## src/rtl/tm1638_keyscan_if.sv

```systemverilog
// Signal bundle for the TM1638 key-scan reader: bus arbitration, serial pins and the published key image.
interface tm1638_keyscan_if;
  logic        bus_req;
  logic        bus_gnt;
  logic        tm1638_stb;
  logic        tm1638_clk;
  logic        tm1638_dio_o;
  logic        tm1638_dio_oe;
  logic        tm1638_dio_i;
  logic [31:0] keys;
  logic        keys_valid;
  logic        keys_changed;

  modport master (
    output bus_req, tm1638_stb, tm1638_clk, tm1638_dio_o, tm1638_dio_oe,
    output keys, keys_valid, keys_changed,
    input  bus_gnt, tm1638_dio_i
  );

  modport slave (
    input  bus_req, tm1638_stb, tm1638_clk, tm1638_dio_o, tm1638_dio_oe,
    input  keys, keys_valid, keys_changed,
    output bus_gnt, tm1638_dio_i
  );
endinterface

```

## src/rtl/tm1638_keyscan.sv

```systemverilog
// TM1638 key-matrix reader (command 0x42 + 4 data bytes) sharing the display bus through bus_req/bus_gnt.
// Define TM1638_KEYSCAN_DEBOUNCE_EN to publish a new image only after two identical consecutive scans.
module tm1638_keyscan #(
  parameter int SCAN_PERIOD = 10000,
  parameter int WAIT_TICKS  = 2
) (
  input  logic             clk,
  input  logic             rst_n,
  input  logic             clken,
  tm1638_keyscan_if.master bus
);
  localparam int PW = $clog2(SCAN_PERIOD + 1);
  localparam int SW = ($clog2(WAIT_TICKS + 1) > 6) ? $clog2(WAIT_TICKS + 1) : 6;
  localparam logic [7:0] CMD_BYTE = 8'h42;

  typedef enum logic [2:0] {
    S_IDLE, S_REQ, S_START, S_CMD, S_WAIT, S_READ, S_STOP, S_DONE
  } state_t;

  state_t        state, state_n;
  logic [PW-1:0] pcnt, pcnt_n;
  logic [SW-1:0] step, step_n;
  logic          stb_q, stb_n;
  logic          sclk_q, sclk_n;
  logic          dio_q, dio_n;
  logic          oe_q, oe_n;
  logic [31:0]   shift, shift_n;
  logic [31:0]   keys_q, keys_n;
  logic          valid_q, valid_n;
  logic          chg_q, chg_n;
  logic          dio_s1, dio_s2;
  logic          active, abort;
`ifdef TM1638_KEYSCAN_DEBOUNCE_EN
  logic [31:0]   cand, cand_n;
  logic          cand_vld, cand_vld_n;
`endif

  // Losing the grant must release the pins in the same cycle, so the pin drivers are gated combinationally.
  assign active = state inside {S_START, S_CMD, S_WAIT, S_READ, S_STOP};
  assign abort  = active && !bus.bus_gnt;

  assign bus.bus_req       = (state == S_REQ) || (active && bus.bus_gnt);
  assign bus.tm1638_stb    = abort | stb_q;
  assign bus.tm1638_clk    = abort | sclk_q;
  assign bus.tm1638_dio_o  = abort | dio_q;
  assign bus.tm1638_dio_oe = ~abort & oe_q;
  assign bus.keys          = keys_q;
  assign bus.keys_valid    = valid_q;
  assign bus.keys_changed  = chg_q;

  always_ff @(posedge clk) begin
    if (!rst_n) begin
      state    <= S_IDLE;
      pcnt     <= '0;
      step     <= '0;
      stb_q    <= 1'b1;
      sclk_q   <= 1'b1;
      dio_q    <= 1'b1;
      oe_q     <= 1'b0;
      shift    <= '0;
      keys_q   <= '0;
      valid_q  <= 1'b0;
      chg_q    <= 1'b0;
      dio_s1   <= 1'b1;
      dio_s2   <= 1'b1;
`ifdef TM1638_KEYSCAN_DEBOUNCE_EN
      cand     <= '0;
      cand_vld <= 1'b0;
`endif
    end else begin
      state    <= state_n;
      pcnt     <= pcnt_n;
      step     <= step_n;
      stb_q    <= stb_n;
      sclk_q   <= sclk_n;
      dio_q    <= dio_n;
      oe_q     <= oe_n;
      shift    <= shift_n;
      keys_q   <= keys_n;
      valid_q  <= valid_n;
      chg_q    <= chg_n;
      dio_s1   <= bus.tm1638_dio_i;
      dio_s2   <= dio_s1;
`ifdef TM1638_KEYSCAN_DEBOUNCE_EN
      cand     <= cand_n;
      cand_vld <= cand_vld_n;
`endif
    end
  end

  always_comb begin
    state_n    = state;
    pcnt_n     = pcnt;
    step_n     = step;
    stb_n      = stb_q;
    sclk_n     = sclk_q;
    dio_n      = dio_q;
    oe_n       = oe_q;
    shift_n    = shift;
    keys_n     = keys_q;
    valid_n    = 1'b0;
    chg_n      = 1'b0;
`ifdef TM1638_KEYSCAN_DEBOUNCE_EN
    cand_n     = cand;
    cand_vld_n = cand_vld;
`endif
    if (abort) begin
      state_n = S_IDLE;
      pcnt_n  = '0;
      step_n  = '0;
      stb_n   = 1'b1;
      sclk_n  = 1'b1;
      dio_n   = 1'b1;
      oe_n    = 1'b0;
    end else begin
      case (state)
        S_IDLE: if (clken) begin
          if (pcnt == PW'(SCAN_PERIOD - 1)) begin
            state_n = S_REQ;
            pcnt_n  = '0;
          end else begin
            pcnt_n = pcnt + 1'b1;
          end
        end
        // Grant is honoured on any cycle so the display writer can hand over without waiting for a tick.
        S_REQ: if (bus.bus_gnt) state_n = S_START;
        S_START: if (clken) begin
          stb_n   = 1'b0;
          oe_n    = 1'b1;
          step_n  = '0;
          shift_n = '0;
          state_n = S_CMD;
        end
        S_CMD: if (clken) begin
          if (!step[0]) begin
            sclk_n = 1'b0;
            dio_n  = CMD_BYTE[step[3:1]];
          end else begin
            sclk_n = 1'b1;
          end
          if (step == SW'(15)) begin
            step_n  = '0;
            state_n = S_WAIT;
          end else begin
            step_n = step + 1'b1;
          end
        end
        S_WAIT: if (clken) begin
          oe_n   = 1'b0;
          sclk_n = 1'b1;
          dio_n  = 1'b1;
          if (step == SW'(WAIT_TICKS - 1)) begin
            step_n  = '0;
            state_n = S_READ;
          end else begin
            step_n = step + 1'b1;
          end
        end
        // The slave changes DIO on the falling edge; sampling on the rising tick leaves the synchroniser time to settle.
        S_READ: if (clken) begin
          if (!step[0]) begin
            sclk_n = 1'b0;
          end else begin
            sclk_n                = 1'b1;
            shift_n[step[5:1]] = dio_s2;
          end
          if (step == SW'(63)) begin
            step_n  = '0;
            state_n = S_STOP;
          end else begin
            step_n = step + 1'b1;
          end
        end
        S_STOP: if (clken) begin
          stb_n   = 1'b1;
          sclk_n  = 1'b1;
          state_n = S_DONE;
        end
        S_DONE: begin
          state_n = S_IDLE;
          pcnt_n  = '0;
`ifdef TM1638_KEYSCAN_DEBOUNCE_EN
          cand_n     = shift;
          cand_vld_n = 1'b1;
          if (cand_vld && (shift == cand) && (shift != keys_q)) begin
            keys_n  = shift;
            valid_n = 1'b1;
            chg_n   = 1'b1;
          end
`else
          keys_n  = shift;
          valid_n = 1'b1;
          chg_n   = (shift != keys_q);
`endif
        end
        default: state_n = S_IDLE;
      endcase
    end
  end
endmodule

```

## src/flat_wrapper.sv

```systemverilog
// flat-port wrapper written by rule: the top's interface ports become plain ports
module tm1638_keyscan_flat 
#(
  parameter int SCAN_PERIOD = 10000,
  parameter int WAIT_TICKS  = 2
)
  (clk, rst_n, clken, bus_bus_req, bus_tm1638_stb, bus_tm1638_clk, bus_tm1638_dio_o, bus_tm1638_dio_oe, bus_keys, bus_keys_valid, bus_keys_changed, bus_bus_gnt, bus_tm1638_dio_i);
  tm1638_keyscan_if bus_i ();
  input  logic clk;
  input  logic rst_n;
  input  logic clken;
  output wire logic [$bits(bus_i.bus_req)-1:0] bus_bus_req;
  output wire logic [$bits(bus_i.tm1638_stb)-1:0] bus_tm1638_stb;
  output wire logic [$bits(bus_i.tm1638_clk)-1:0] bus_tm1638_clk;
  output wire logic [$bits(bus_i.tm1638_dio_o)-1:0] bus_tm1638_dio_o;
  output wire logic [$bits(bus_i.tm1638_dio_oe)-1:0] bus_tm1638_dio_oe;
  output wire logic [$bits(bus_i.keys)-1:0] bus_keys;
  output wire logic [$bits(bus_i.keys_valid)-1:0] bus_keys_valid;
  output wire logic [$bits(bus_i.keys_changed)-1:0] bus_keys_changed;
  input wire logic [$bits(bus_i.bus_gnt)-1:0] bus_bus_gnt;
  input wire logic [$bits(bus_i.tm1638_dio_i)-1:0] bus_tm1638_dio_i;
  assign bus_bus_req = bus_i.bus_req;
  assign bus_tm1638_stb = bus_i.tm1638_stb;
  assign bus_tm1638_clk = bus_i.tm1638_clk;
  assign bus_tm1638_dio_o = bus_i.tm1638_dio_o;
  assign bus_tm1638_dio_oe = bus_i.tm1638_dio_oe;
  assign bus_keys = bus_i.keys;
  assign bus_keys_valid = bus_i.keys_valid;
  assign bus_keys_changed = bus_i.keys_changed;
  assign bus_i.bus_gnt = bus_bus_gnt;
  assign bus_i.tm1638_dio_i = bus_tm1638_dio_i;
  tm1638_keyscan #(.SCAN_PERIOD(SCAN_PERIOD), .WAIT_TICKS(WAIT_TICKS)) u_core (.clk(clk), .rst_n(rst_n), .clken(clken), .bus(bus_i));
endmodule
```

## config.mk

```make
export PLATFORM = sky130hd
export DESIGN_NAME = tm1638_keyscan_flat
export DESIGN_NICKNAME = d
export VERILOG_FILES = /design/src/rtl/tm1638_keyscan_if.sv /design/src/rtl/tm1638_keyscan.sv /design/src/flat_wrapper.sv
export SDC_FILE = /design/constraint.sdc
export NUM_CORES = 1
export LEC_CHECK = 0
export BUFFER_PORTS_ARGS = -buffer_cell sky130_fd_sc_hd__buf_4
export CORE_AREA = 2 2 100 150
export DETAILED_ROUTE_END_ITERATION = 10
export DIE_AREA = 0 0 102 152
export PLACE_DENSITY = 0.62
export SETUP_SLACK_MARGIN = 0.5
export SLEW_MARGIN = 20
export SYNTH_ARGS = -nofsm -noshare
export SYNTH_HDL_FRONTEND = slang
export SYNTH_SLANG_ARGS = --single-unit
```

## constraint.sdc

```tcl
create_clock -name clk -period 4.05 [get_ports clk]
set_input_delay 0.6075 -clock clk [delete_from_list [all_inputs] [get_ports clk]]
set_output_delay 0.6075 -clock clk [all_outputs]
set_load 0.02 [all_outputs]
```

Word level (Yosys, flattened, before mapping). Memory sizes are Yosys's and may differ from the RTL's. A register that Yosys moved wholly into a read port is not among the register bits. Index checks and enable logic that the tools add are counted.

$add $sub $neg: 2. $mul: 0. Divide/modulo/power cells: 0. Magnitude comparators: 3. Equal/unequal tests: 27. Shift operators: 0. Muxes and demuxes: 44. Bitwise gates (word level): 7. Reduce and logical (&&, ||, !) cells: 27.

Operators by type and width (count): 2-to-1 mux 32 bit (3); case mux 32 bit (2 select lines) (1); 2-to-1 mux 6 bit (7); 2-to-1 mux 3 bit (13); bitwise mux 32 bit (1); inequality test 32 bit (1); 2-to-1 mux 14 bit (2); case mux 14 bit (2 select lines) (1); case mux 3 bit (8 select lines) (1); case mux 6 bit (4 select lines) (1); inequality test 2 bit (second input constant) (11); adder 14 x 1 -> 14 bit (second input constant) (1); == test 14 bit (second input constant) (1); == test 3 bit (second input constant) (4); nonzero test 2 bit (6); AND reduction 11 bit (1); AND reduction 5 bit (2); 2-to-1 mux 1 bit (9); AND reduction 3 bit (3); inequality test 2 x 1 -> 1 bit (second input constant) (4); case mux 1 bit (2 select lines) (4); adder 6 x 1 -> 6 bit (second input constant) (1); == test 3 x 2 -> 1 bit (second input constant) (2); == test 6 x 1 -> 1 bit (second input constant) (1); 20 further kinds (29).

Register bits: 95. Bits in latches: 0. RAM bits: 0. Memory bits (read-only): 8. Bits of input ports: 5. Output and inout port bits: 39. Word-level logic and storage cells: 124. Memories: 1.

Memory list: (no name shown) (depth 8, width 1, read ports 1, clocked after Yosys merged registers in 1, write ports 0, line tm1638_keyscan.sv:137) `dio_n = CMD_BYTE[step[3:1]];`.

Depth between registers and ports, before layout.
Depth in word-level cells: 8. Mapped depth: 9. Gate-level depth less buffers: 8.

Least setup slack after synthesis. OpenSTA, ideal clock, no wires.

Kind: in2reg. Start point: input port clken. End point: register u_core.pcnt[7]. Library setup time: 0.138 ns. Arrival: 2.353 ns. Data required time: 3.912 ns. Setup slack: 1.559 ns. Cell stages on the path: 8. Buffers on the path: 2. Path through: buf_2 -> or4b_2 -> and2_1 -> clkbuf_1 -> nor3_1 -> nand4_1 -> xor2_1 -> nor2_1.

Word-level cells in the longest chain between the ends: 2.

Ends and longest elaborated chain: start: declaration (line flat_wrapper.sv:11) `input logic clken;`; inequality test 2 bit (no line); AND reduction 2 bit (no line); end signal: assignment (line tm1638_keyscan.sv:72) `pcnt <= pcnt_n;`; end: declaration (line tm1638_keyscan.sv:21) `logic [PW-1:0] pcnt, pcnt_n;`.

No other way between the ends. A chain may end at the register's enable or synchronous reset.

Worst setup path in the final report.
Start point: register u_core.state[1]. End point: output port bus_tm1638_dio_o.

Word-level cells in the longest chain between the ends: 4. Elaborated cells between the ends (all ways): 8. Those cells by class: eq/ne (5); bitwise (1); reduce/logical (2).

Ends and longest elaborated chain: start: declaration (line tm1638_keyscan.sv:20) `state_t state, state_n;`; start signal: assignment (line tm1638_keyscan.sv:71) `state <= state_n;`; == test 3 x 2 -> 1 bit or == test 3 bit (tied branches) (line tm1638_keyscan.sv:39) `assign active = state inside {S_START, S_CMD, S_WAIT, S_READ, S_STOP};`; nonzero test 5 bit (*) (line tm1638_keyscan.sv:39); logical AND 1 bit (*) (line tm1638_keyscan.sv:40) `assign abort = active && !bus.bus_gnt;`; bitwise OR 1 bit (*) (line tm1638_keyscan.sv:45) `assign bus.tm1638_dio_o = abort | dio_q;`; end: declaration (line flat_wrapper.sv:15) `output wire logic [$bits(bus_i.tm1638_dio_o)-1:0] bus_tm1638_dio_o;`.

Mark *: on every way between the ends. The rest lies on a longest branch, timed or not.

==> impl_results.md <==
- Met3 Usage GRT: 0.0271
- Critical Path RT: 3.44 ns
- Syn nets: 627
- Post-synthesis mux area share: 0.00848
- Fill cell count: ~1,500
- Clock Sinks: 96
- First-pass GRT wire length: roughly 20 mm
- Minimum clock period: roughly 3.2 ns
- Post-Route WL: 12.0 mm
- Prevailing post-synth register cell: dfxtp_1
- Clock skew: roughly 0.0067 ns
- Max IR drop VDD: about 0.16 mV
- Gr ovfl total: 0
- Power density cells: 325 mW/mm²
- Synthesis-stage register bit count: between 90 and 100
- FP Rows: between 50 and 60
- Nets: about 640
- # resized after CTS: 0
- GP Congestion: around 0.79
- Switching share of power: 0.215
- CTS H-tree lvls: 3
- Crit Path Class: register to output pin
- Die H: between 150 and 200 µm
- Final Cycle Share: 0.801
- Worst hold path type: register to register
- Async SR Flop Fraction: 0
- Clock slew at reported path FFs: around 0.06 ns
- DRT iter0 DRCs: 147
- XOR/XNOR share of the synthesized area: 0.0773
- Largest delay share family, worst path: flip-flops
- CTS buffer count: 9
- Critical Path Sink Type: output pin
- Layout area overhead: 14.9%
- Synth cell types: 52
- Finished Cell Area: roughly 0.0056 mm²
- TNS Setup: 0 ns
- Slew headroom: 0.317
- DRC viols: 0
- Initial antenna violation count: 0
- Hold Violations, Final: 0
- Least-Margin Pin Slew: 1.02 ns
- CP bufs+invs: 2
- Max-Cap Viols: 0
- Full die area: roughly 0.016 mm²
- Antenna Cells: 0
- Critical path peak fanout: 22
- Pint: 1.43 mW
- Critical-path cell list: inv_1 -> ha_1 -> a21oi_1 -> or2_2 -> buf_4
- Postcts setup bufs: 0
- Slowest stage cell, crit path: dfxtp_1
- DR vias: roughly 4,200
- Worst path max stage delay: 0.74 ns
- Starting Density: 0.340
- Post-placement cell area: 0.00530 mm²
- Worst setup SP type: register
- Largest family of logic cells by synthesized area: simple AND/OR/NAND/NOR gates
- Most common cell after layout, fill and taps aside: nand2_1
- Worst-Skew Late Latency: between 0.3 and 0.4 ns
- Peak Freq: just over 300 MHz
- Hold buffer count at cts: 0
- CTS tree: done
- Comb pwr share: 0.022
- Floorplan die width: between 100 and 150 µm
- Final setup viols: 0
- Sequential Power Share: 0.520
- Largest net degree at the start of global routing: a little over 80
- Bufs on Longest Clock Path: 2
- Post-DP HPWL: approximately 8.3 mm
- Switch Pwr: between 0.3 and 0.4 mW
- Clock power share: 0.457
- Root Buffer: clkbuf_16
- Top Usage Layer GRT: met2
- Layout cell share with drive strength beyond 1: 0.122
- Number of global-route vias before repair: roughly 4,000
- IO buf count: 43
- Core area: around 0.014 mm²
- Sequential area share after synthesis: 0.395
- Met1 GRT Util: 0.185
- Pins Over Slew Limit: 0
- Leakage power: approximately 2 nW
- Simple-gate area share of the yosys netlist: 0.252
- Most frequent cells in the layout: nand2_1, dfxtp_1, a21boi_0
- Cells after synthesis: slightly above 600
- Num ports: 44
- Status: finished clean
- Mean Syn Cell Area: about 7.9 µm²
- Adder-Cell Fraction of Synth Area: 0.0154
- WP data arrival: 2.64 ns
- Compound-Gate Fraction of Synth Area: 0.210
- ANT nets after route: 0
- Via/cell ratio: around 5.1
- Mapped Area: between 0.004 and 0.005 mm²
- Post-synth EDFFs: 0
- YS warnings: 0
- RSZ-0062 raised after global routing: no
- Wire per inst: roughly 14 µm
- Iteration count of the initial detailed-routing pass: 4
- Gr usage total: 0.158
- Met2 usage: 0.284
path summary, 6_finish.rpt:
path | slack (ns) | end | startpoint | cells after the start
worst max-delay path | 0.80 | bus_tm1638_dio_o | u_core.state[1] | 5
worst min-delay path | 0.43 | u_core.dio_s2 | u_core.dio_s1 | 1
worst max register to register | 1.00 | u_core.bus.keys[23] | u_core.state[1] | 6
worst min register to register | 0.43 | u_core.dio_s2 | u_core.dio_s1 | 1
per-layer routing:
layer	routed length, µm	vias up	share of wire
li1	-	2138	-
met1	4920	1995	0.41
met2	6400	78	0.54
met3	367	16	0.031
met5	0	-	0
met4	265	0	0.022
layout make-up:
| type | instances | area (µm²) | area share |
|---|---|---|---|
| Timing Repair Buffer | 48 | 360 | 0.0644 |
| Tap cell | 196 | 245 | 0.0438 |
| Sequential cell | 96 | 1920 | 0.343 |
| Clock inverter | 4 | 27.5 | 0.00492 |
| Multi-Input combinational cell | 466 | 2750 | 0.492 |
| Clock buffer | 12 | 267 | 0.0476 |
| Inverter | 6 | 22.5 | 0.00403 |
per-stage QoR:
step	hold WS [ns]	utilization	cells	worst slack (ns)	power, mW
3_5_place_dp	0.412	0.370	812	1.02	1.01
4_1_cts	0.428	0.391	828	0.812	1.84
2_1_floorplan	0.386	-	616	1.56	0.999
3_3_place_gp	0.403	0.370	812	1.22	1.01
5_1_grt	0.446	0.391	828	0.567	1.88
6_report	0.426	0.391	828	0.805	1.82
Yosys cell counts, types with 2 or more instances:
master,instances,area share
nand2_1,112,0.086
dfxtp_1,96,0.39
a21boi_0,50,0.077
a21oi_1,48,0.049
clkbuf_1,43,0.033
nor2_1,38,0.029
xnor2_1,37,0.067
nand3_1,34,0.035
o21ai_0,24,0.025
o211ai_1,17,0.026
nand4_1,11,0.014
and2_1,8,0.010
nor2b_1,7,0.0090
nor3_1,7,0.0072
and3_1,6,0.0077
ha_1,6,0.015
inv_1,6,0.0046
xor2_1,6,0.011
or2_2,5,0.0064
nand2b_1,4,0.0051
nor3b_1,4,0.0062
mux2i_1,3,0.0062
nand3b_1,3,0.0046
nor4_1,3,0.0039
a211oi_1,2,0.0031
a311oi_1,2,0.0036
a31oi_1,2,0.0026
and3b_1,2,0.0036
buf_1,2,0.0015
clkbuf_2,2,0.0021
nor4b_1,2,0.0036
o21bai_1,2,0.0031
or3_1,2,0.0026
or4b_1,2,0.0041
power groups by stage:
stage | sequential [mW] | combinational [mW] | clock, mW
finish | 0.948 | 0.0407 | 0.833
floorplan | 0.969 | 0.0304 | 0
global route | 0.947 | 0.0448 | 0.884
global placement | 0.969 | 0.0395 | 0
detailed placement | 0.969 | 0.0405 | 0
CTS | 0.948 | 0.0406 | 0.849
registers in the layout (all words and copies together) (netlist names), 3 cells and up, named ones only:
name / count
u_core.state: 3
u_core.step: 6
u_core.bus.keys: 32
u_core.pcnt: 14
u_core.shift: 32
logic make-up (layout without fill, tap and decap cells):
kind of cell / Yosys count / after routing
simple gates: 256 / 256
compound gates: 157 / 157
flops: 96 / 96
buf+inv: 54 / 70
xor+xnor: 43 / 43
fa+ha+maj: 6 / 6
mux: 4 / 4
Note: power is estimated with default switching activity, not from simulation.
